==> src/rtl/sc_reg_shifter_ctrl.sv <==
// ---------------------------------------------------------------------------
// sc_reg_shifter_ctrl
// Register stage that captures the OR-stage result and shifts it left or
// right one bit per clock under a start/busy/done handshake.
//
// Ports:
//   SC_RegSHIFTER_CLOCK_50     clock, rising edge
//   SC_RegSHIFTER_RESET_InLow  async reset, active low
//   RegSHIFTER_clear_InLow     sync clear of register (aborts a shift), active low
//   RegSHIFTER_load_InLow      sync parallel load, active low (IDLE only)
//   RegSHIFTER_data_In         parallel load data
//   RegSHIFTER_start_In        start a shift operation (IDLE only)
//   RegSHIFTER_dir_In          0 = left (toward MSB), 1 = right (toward LSB)
//   RegSHIFTER_amount_In       number of single-bit shifts
//   RegSHIFTER_serial_In       fill bit for the vacated end
//   RegSHIFTER_data_Out        register contents
//   RegSHIFTER_busy_Out        operation in progress (SHIFT or DONE)
//   RegSHIFTER_done_Out        one-cycle completion pulse
// ---------------------------------------------------------------------------
module sc_reg_shifter_ctrl #(
  parameter int unsigned NUMBER_DATAWIDTH  = 8,
  parameter int unsigned NUMBER_SHAMTWIDTH = 3
) (
  input  logic                         SC_RegSHIFTER_CLOCK_50,
  input  logic                         SC_RegSHIFTER_RESET_InLow,
  input  logic                         RegSHIFTER_clear_InLow,
  input  logic                         RegSHIFTER_load_InLow,
  input  logic [NUMBER_DATAWIDTH-1:0]  RegSHIFTER_data_In,
  input  logic                         RegSHIFTER_start_In,
  input  logic                         RegSHIFTER_dir_In,
  input  logic [NUMBER_SHAMTWIDTH-1:0] RegSHIFTER_amount_In,
  input  logic                         RegSHIFTER_serial_In,
  output logic [NUMBER_DATAWIDTH-1:0]  RegSHIFTER_data_Out,
  output logic                         RegSHIFTER_busy_Out,
  output logic                         RegSHIFTER_done_Out
);

  localparam int unsigned W  = NUMBER_DATAWIDTH;
  localparam int unsigned SW = NUMBER_SHAMTWIDTH;

  localparam logic [1:0] ST_IDLE  = 2'd0;
  localparam logic [1:0] ST_SHIFT = 2'd1;
  localparam logic [1:0] ST_DONE  = 2'd2;

  logic [1:0]    state_q, state_d;
  logic [W-1:0]  data_q,  data_d;
  logic [SW-1:0] count_q, count_d;
  logic          dir_q,   dir_d;
  logic          fill_q,  fill_d;
  logic          busy_q,  busy_d;
  logic          done_q,  done_d;

  // Next-state and datapath decode
  always_comb begin
    state_d = state_q;
    data_d  = data_q;
    count_d = count_q;
    dir_d   = dir_q;
    fill_d  = fill_q;

    case (state_q)
      ST_IDLE: begin
        if (!RegSHIFTER_clear_InLow) begin
          data_d = '0;
        end else if (!RegSHIFTER_load_InLow) begin
          data_d = RegSHIFTER_data_In;
        end else if (RegSHIFTER_start_In) begin
          dir_d  = RegSHIFTER_dir_In;
          fill_d = RegSHIFTER_serial_In;
          if (RegSHIFTER_amount_In == '0) begin
            state_d = ST_DONE;
          end else begin
            count_d = RegSHIFTER_amount_In;
            state_d = ST_SHIFT;
          end
        end
      end

      ST_SHIFT: begin
        if (!RegSHIFTER_clear_InLow) begin
          // Abort: no done pulse
          data_d  = '0;
          count_d = '0;
          state_d = ST_IDLE;
        end else begin
          data_d  = dir_q ? {fill_q, data_q[W-1:1]} : {data_q[W-2:0], fill_q};
          count_d = count_q - SW'(1);
          if (count_q == SW'(1)) begin
            state_d = ST_DONE;
          end
        end
      end

      ST_DONE: begin
        state_d = ST_IDLE;
        if (!RegSHIFTER_clear_InLow) begin
          data_d = '0;
        end
      end

      default: begin
        state_d = ST_IDLE;
        count_d = '0;
      end
    endcase

    // Status flags registered alongside the state they decode
    busy_d = (state_d != ST_IDLE);
    done_d = (state_d == ST_DONE);
  end

  // State and datapath registers
  always_ff @(posedge SC_RegSHIFTER_CLOCK_50 or negedge SC_RegSHIFTER_RESET_InLow) begin
    if (!SC_RegSHIFTER_RESET_InLow) begin
      state_q <= ST_IDLE;
      data_q  <= '0;
      count_q <= '0;
      dir_q   <= 1'b0;
      fill_q  <= 1'b0;
      busy_q  <= 1'b0;
      done_q  <= 1'b0;
    end else begin
      state_q <= state_d;
      data_q  <= data_d;
      count_q <= count_d;
      dir_q   <= dir_d;
      fill_q  <= fill_d;
      busy_q  <= busy_d;
      done_q  <= done_d;
    end
  end

  assign RegSHIFTER_data_Out = data_q;
  assign RegSHIFTER_busy_Out = busy_q;
  assign RegSHIFTER_done_Out = done_q;

endmodule
==> config.mk <==
export PLATFORM = sky130hd
export DESIGN_NAME = sc_reg_shifter_ctrl
export DESIGN_NICKNAME = d
export VERILOG_FILES = /design/src/rtl/sc_reg_shifter_ctrl.sv
export SDC_FILE = /design/constraint.sdc
export NUM_CORES = 1
export LEC_CHECK = 0
export CAP_MARGIN = 20
export CORE_MARGIN = 1.5
export CORE_UTILIZATION = 29
export DETAILED_ROUTE_END_ITERATION = 8
export RECOVER_POWER = 50
export SETUP_SLACK_MARGIN = 0.2
export SYNTH_ARGS = -nofsm -noshare
export SYNTH_HDL_FRONTEND = slang
export SYNTH_SLANG_ARGS = --single-unit
export TNS_END_PERCENT = 50
==> constraint.sdc <==
create_clock -name SC_RegSHIFTER_CLOCK_50 -period 4.1 [get_ports SC_RegSHIFTER_CLOCK_50]
set_clock_uncertainty 0.15 [all_clocks]
set_input_delay 0.82 -clock SC_RegSHIFTER_CLOCK_50 [delete_from_list [all_inputs] [get_ports SC_RegSHIFTER_CLOCK_50]]
set_output_delay 0.82 -clock SC_RegSHIFTER_CLOCK_50 [all_outputs]
set_load 0.02 [all_outputs]
# Word level (Yosys, flattened, before mapping)
# Cells that the tools add are included.
# totals
output_inout_bits	10
wordCells	45
ff_bits	17
# op_classes
bitwise	1
muxes	19
eq_ne	10
n_reduce_logical	7
n_addsub	1
# ops
operator	n
8-bit two-way mux	5
8-bit one-hot mux with 3 select lines	1
3-bit two-way mux	5
2-bit two-way mux	6
2-bit != test (second input constant)	5
3-bit one-hot mux with 3 select lines	1
5-bit AND reduction	1
2-bit == test (second input constant)	2
2-bit one-hot mux with 2 select lines	1
4-bit AND reduction	1
3-bit by 1-bit == test with 1-bit output (second input constant)	1
3-bit logical NOT	1
3-bit != test (second input constant)	1
3-bit AND reduction	1
3-bit nonzero test	1
3-bit by 1-bit subtractor with 3-bit output (second input constant)	1
2-bit by 1-bit == test with 1-bit output (second input constant)	1
2-bit logical NOT	1
2-bit nonzero test	1
1-bit inverter	1

# Depth between registers and ports, before layout
# Gate-level depths: netlist of run 1.
# logic_depth
depth_word	7
depth_mapped	6

# Worst setup path before layout of run 1
# OpenSTA, ideal clock, no wires.
# synth_path
path_kind	input to register
from	input RegSHIFTER_load_InLow
to	register data_q[0] (netlist: RegSHIFTER_data_Out[0])
t_required_ns	3.883
setup_time_ns	0.067
path_slack_ns	2.358
t_arrival_ns	1.525
stages	3
path_cell_list	a21o_1 > nor3b_2 > a22o_1
# synth_via
elab_chain_len	2
# synth_rtl
element	line	source
start, declared	27	input logic RegSHIFTER_load_InLow,
3-bit != test (no line)	-	
3-bit AND reduction (no line)	-	
end signal, assigned	124	data_q <= data_d;
end, declared	46	logic [W-1:0] data_q, data_d;
# No other way between the ends.
# A chain may end at the register's enable or synchronous reset.

# Worst setup path in the final report of run 1
# layout_path
from	input RegSHIFTER_clear_InLow
to	register count_q[0]
# layout_via
elab_chain_len	2
# layout_rtl
element	line	source
start, declared	26	input logic RegSHIFTER_clear_InLow,
2-bit != test (no line) or 3-bit two-way mux (tied branches)	-	
5-bit AND reduction (no line) or 3-bit one-hot mux with 3 select lines (tied branches)	-	
end signal, assigned	125	count_q <= count_d;
end, declared	47	logic [SW-1:0] count_q, count_d;
# Parallel ways exist; a longest one is shown, timed or not.

==> results_dict.tcl, run 1 <==
set metrics [dict create \
    synth-async-reset-ratio_pct 100 \
    p_leak_nw 0.631 \
    ys.flop_type "dfrtp_1" \
    cts_tree "done" \
    layout_commonest_cell "clkdlybuf4s50_1" \
    htreeDepth 1 \
    reg2reg_setup_slack_ps 2100 \
    place_congestion 0.851 \
    endpoint_kind "register" \
    vias 906 \
    fin_crit_sh_pct 56.0 \
    r2r-start "state_q[0]" \
    port-buffer-count 27 \
    rsz0062_at_grt "false" \
    worst_hold_path.num_cells 1 \
    tightest_slew_ps 792 \
    drive_above_1_share_pct 9.23 \
    synthTopCellsByArea "dfrtp_1, mux2i_1, a22o_1" \
    hold_start "RegSHIFTER_data_Out[0]" \
    grt_max_degree 18 \
    postCtsSetupRepairBufs 0 \
    clock.fmax_mhz 436 \
    finalMaxSlewViolations 0 \
    dpl_cell_area_mm2 0.00135 \
    wl_um 2460 \
    grt_pass1_vias 913 \
    postSynthAreaPerCell_um2 10.2 \
    cts_root_buf "clkbuf_4" \
    irDropWorstVdd_mv 0.261 \
    area_growth_pct 32.4 \
    dieHeight_um 62.9 \
    reg2regPathDepth 5 \
    finalSetupTns_ps 0 \
    ys_warn_count 0 \
    worstSetupPathType "input pin to register" \
    syn-instance-count 102 \
    ys_ff_latch 17 \
    syn_area_mm2 0.00104 \
    nNetsFinal 155 \
    drc 0 \
    io_pins 28 \
    finalCriticalPeriod_ps 2300 \
    ant_nets 0 \
    gr-total-overflow 0 \
    stdcell_area_mm2 0.00138 \
    grt_pass1_wl_um 4130 \
    status "complete, no violations" \
    dp_hpwl_um 1820 \
    cts_resized 0 \
    numCtsBuffers 3 \
    final_cell_mix "clkdlybuf4s50_1, dfrtp_1, inv_1" \
    wl_per_cell_um 14.0 \
    synth_top_area_share_pct 40.9 \
    cts_buffer_depth 2 \
    num-fill-cells 343 \
    antenna_found_initial 0 \
    n_antenna_cell 0 \
    synth_area_leader_cell "dfrtp_1" \
    die_area_mm2 0.00395 \
    rows 21 \
    first_pass_iters 4 \
    syn-num-nets 126 \
    cts.hold.buffers_added 0 \
    initial_utilization_pct 30.7 \
    setup-violations-final 0 \
    worstSetupEndpoint "count_q[0]" \
    vias_per_cell 5.15 \
    hold_class "register to register" \
    ys_seq_area_share_pct 40.9 \
    relSlewSlack_pct 47.0 \
    maxCapViolCount 0 \
    coreArea_mm2 0.00339 \
    synth_edf_count 0 \
    hold_violations 0 \
    critPathLaunch "RegSHIFTER_clear_InLow" \
    cp-start-kind "input pin" \
    p_total_w 0.000895 \
    crit_fanout 9 \
    holdWs_ps 391 \
    ys_types 34 \
    cellPowerDensity_mw_per_mm2 650 \
    clock_latency_ps 300 \
    r2r_end "RegSHIFTER_data_Out[6]" \
    critPathArrivalTime_ps 2340 \
    grt.total_usage_pct 12.8 \
    drtIter0Drc 38 \
    cts_sinks 17 \
    cp.required_ps 4150 \
    chipWidth_um 62.9 \
    cts.reportedPaths.clkPinSlew_ps 110 \
]
synthesized netlist by cell type (all sizes together) (2+ instances only):
cell	count
mux2i	8
inv	12
nand3	5
mux2	2
ha	6
a22o	9
nor2	2
a21o	2
dfrtp	17
o21ai	3
nand4	2
buf	3
nand2	4
o211ai	2
o22ai	9
final cells by class:
cell class / instances / area (um^2) / area share [%]
multi-input cells: 70 / 551 / 40.0
flip-flops and latches: 17 / 425 / 30.9
repair buffers: 27 / 270 / 19.6
well taps: 46 / 57.6 / 4.18
inverters: 12 / 45.0 / 3.27
clock buffers: 3 / 22.5 / 1.64
clock inverters: 1 / 5.00 / 0.364
stage by stage:
stage          setup slack, ps  instances  util, %
2_1_floorplan             2360        102        -
3_3_place_gp              1670        172     39.9
3_5_place_dp              1620        172     39.9
4_1_cts                   1780        176     40.8
5_1_grt                   1730        176     40.6
6_report                  1800        176     40.6
layer usage:
| layer | vias up | wire length, um | share of wire (%) | GRT usage [%] |
|---|---|---|---|---|
| li1 | 442 | - | - | - |
| met5 | - | 0 | 0 | 0 |
| met1 | 422 | 1150 | 47 | 17.4 |
| met4 | 0 | 22 | 0.90 | 4.44 |
| met3 | 2 | 151 | 6.1 | 3.78 |
| met2 | 40 | 1130 | 46 | 19.4 |
registers in the layout, summed over array words and instances (netlist names):
| register | cells |
|---|---|
| RegSHIFTER_data_Out | 8 |
| count_q | 3 |
| state_q | 2 |
| RegSHIFTER_busy_Out | 1 |
| RegSHIFTER_done_Out | 1 |
| dir_q | 1 |
| fill_q | 1 |
where the power goes:
group / switching, W / total [W] / internal, W / leakage (nW)
clock: 0.0000571 / 0.0000935 / 0.0000363 / 0.0177
sequential: 0.0000805 / 0.000318 / 0.000238 / 0.221
combinational: 0.000241 / 0.000483 / 0.000242 / 0.392
total: 0.000379 / 0.000895 / 0.000516 / 0.631
critical path, cell delays in order:
cell and delay [ps]:
dlygate4sd3_1 700, nand3_1 220, a211o_1 370, a22o_1 240
logic make-up after synthesis:
| group | synth area share [%] |
|---|---|
| multiplexers | 9.87 |
| buffers and inverters | 5.66 |
| flip-flops | 40.9 |
| AO/OA/AOI/OAI | 23.6 |
| AND/OR/NAND/NOR | 12.8 |
| adder cells (fa/ha/maj) | 7.22 |
how the worst min path moves through the flow:
stage / endpoint / slack, ps
global placement: RegSHIFTER_data_Out[0] / 380
finish: RegSHIFTER_data_Out[0] / 390
global route: RegSHIFTER_data_Out[7] / 420
floorplan: fill_q / 350
detailed placement: RegSHIFTER_data_Out[7] / 370
CTS: RegSHIFTER_data_Out[7] / 400
(Power assumes the default switching activity.)
==> run 2: changes to the inputs <==
==> constraint.sdc (replaced) <==
create_clock -name SC_RegSHIFTER_CLOCK_50 -period 1.84 [get_ports SC_RegSHIFTER_CLOCK_50]
set_clock_uncertainty 0.15 [all_clocks]
set_input_delay 0.368 -clock SC_RegSHIFTER_CLOCK_50 [delete_from_list [all_inputs] [get_ports SC_RegSHIFTER_CLOCK_50]]
set_output_delay 0.368 -clock SC_RegSHIFTER_CLOCK_50 [all_outputs]
set_load 0.02 [all_outputs]
==> run 2 against run 1 <==
- power is 130% higher
- largest power group unchanged
- clock power is 130% higher
- sequential share of layout area is 2.3 points lower
- first-iteration DRC count is 37% higher
- via count is 5.1% higher
- critical path type is now register to register
- highest routed layer is now met3
- count of clock-buffer cells in the layout stayed put
- die area stayed put
==> results_dict.tcl, run 2 (synthesis results as in run 1) <==
set metrics [dict create \
    swShare_pct 42.3 \
    grt_max_degree 18 \
    drive_above_1_share_pct 20.0 \
    cts_sinks 17 \
    numCtsBuffers 3 \
    htreeDepth 1 \
    gr-total-overflow 0 \
    nNetsFinal 165 \
    port-buffer-count 27 \
    grt_pass1_wl_um 4370 \
    crit_slowest_cell "dfrtp_1" \
    post-route-util_pct 43.9 \
    path_cells "inv_2 > ha_4 > a21o_1 > nor3b_4 > a22o_1" \
    power.internal_w 0.00120 \
    rsz0062_at_grt "true" \
    path_buf_inv 1 \
    clkPwrFrac_pct 10.1 \
    rows 21 \
    hold_class "register to register" \
    setup-violations-final 0 \
    num-fill-cells 347 \
    vias 952 \
    n_antenna_cell 0 \
    cellPowerDensity_mw_per_mm2 1400 \
    wl_um 2550 \
    antenna_found_initial 0 \
    vias_per_cell 5.12 \
    tightest_slew_ps 935 \
    clock.fmax_mhz 610 \
    dp_hpwl_um 1870 \
    hold_violations 0 \
    combPwrFrac_pct 56.7 \
    critPathArrivalTime_ps 1730 \
    dieHeight_um 62.9 \
    p_leak_nw 0.718 \
    chipWidth_um 62.9 \
    p_seq_share_pct 33.2 \
    switchingPower_w 0.000879 \
    fin_crit_sh_pct 89.1 \
    cts.reportedPaths.clkPinSlew_ps 110 \
    first_pass_iters 5 \
    cts_buffer_depth 2 \
    ant_nets 0 \
    cts_root_buf "clkbuf_4" \
    drtIter0Drc 52 \
    endpoint_kind "register" \
    largest_reg_flops 8 \
    place_congestion 0.793 \
    status "complete, no violations" \
    grt_pass1_vias 972 \
    stdcell_area_mm2 0.00149 \
    cpPeakStageDelay_ps 400 \
    io_pins 28 \
    initial_utilization_pct 30.7 \
    cp.required_ps 1930 \
    area_growth_pct 43.2 \
    irDropWorstVdd_mv 0.727 \
    dpl_cell_area_mm2 0.00142 \
    die_area_mm2 0.00395 \
    final_cell_mix "dfrtp_1, clkdlybuf4s50_1, inv_1" \
    finalMaxSlewViolations 0 \
    worstSetupPathType "register to register" \
    crit_fanout 8 \
    maxCapViolCount 0 \
    grt.total_usage_pct 13.5 \
    finalCriticalPeriod_ps 1640 \
    cts_tree "done" \
    layout_commonest_cell "dfrtp_1" \
    coreArea_mm2 0.00339 \
    relSlewSlack_pct 37.7 \
    cp-start-kind "register" \
    path_delay_family "flip-flops" \
    wl_per_cell_um 13.7 \
    clock_latency_ps 300 \
    drc 0 \
]
## run 2: layout make-up
class | count | area (um^2) | share of cell area [%]
multi-input cells | 70 | 604 | 40.6
clock buffers | 3 | 22.5 | 1.51
repair buffers | 37 | 329 | 22.1
inverters | 12 | 45.0 | 3.03
flip-flops and latches | 17 | 425 | 28.6
well taps | 46 | 57.6 | 3.87
clock inverters | 1 | 5.00 | 0.336
## run 2: final timing paths
check / start / end / slack, ps / cells past startpoint
worst max-delay path: state_q[1] / RegSHIFTER_data_Out[1] / 200 / 5
worst min-delay path: RegSHIFTER_data_Out[7] / RegSHIFTER_data_Out[7] / 410 / 1
worst max register to register: state_q[1] / RegSHIFTER_data_Out[1] / 200 / 5
worst min register to register: RegSHIFTER_data_Out[7] / RegSHIFTER_data_Out[7] / 410 / 1
max in group asynchronous: SC_RegSHIFTER_RESET_InLow / RegSHIFTER_data_Out[7] / 400 / 2
min in group asynchronous: SC_RegSHIFTER_RESET_InLow / state_q[0] / 560 / 2
## run 2: stage by stage
step	setup TNS, ps	hold slack [ps]	instances	power, W	setup WS (ps)
detailed placement	-1140	380	180	0.00184	-143
CTS	0	246	185	0.00203	197
finish	0	407	186	0.00208	201
global placement	-767	373	180	0.00182	-88.8
floorplan	0	-77.6	102	0.00141	226
global route	0	446	186	0.00225	102
## run 2: power by group through the flow
stage | Sequential [W] | Combinational [W] | Clock, W
6_report | 0.000691 | 0.00118 | 0.000211
2_1_floorplan | 0.000749 | 0.000660 | 0
3_5_place_dp | 0.000710 | 0.00113 | 0
4_1_cts | 0.000692 | 0.00112 | 0.000216
5_1_grt | 0.000717 | 0.00129 | 0.000236
3_3_place_gp | 0.000704 | 0.00111 | 0
## run 2: metal layers
metal	routed length, um	up-vias	global-route usage, %
met5	0	-	0
met4	0	0	1.11
met3	145	0	4.32
met2	1190	32	22.1
met1	1210	458	18.0
li1	-	462	-
## run 2: what timing repair did
action,in CTS,in global routing
buffers inserted,1,1
gates resized for setup,14,5
pin swaps,2,8
endpoints found under the setup margin,24,16
hold buffers,0,0
## run 2: worst register-to-register path, stage by stage, from the launching register on
cell and delay, ps:
dfrtp_1 400, inv_2 80, ha_4 180, a21o_1 210, nor3b_4 360, a22o_1 190
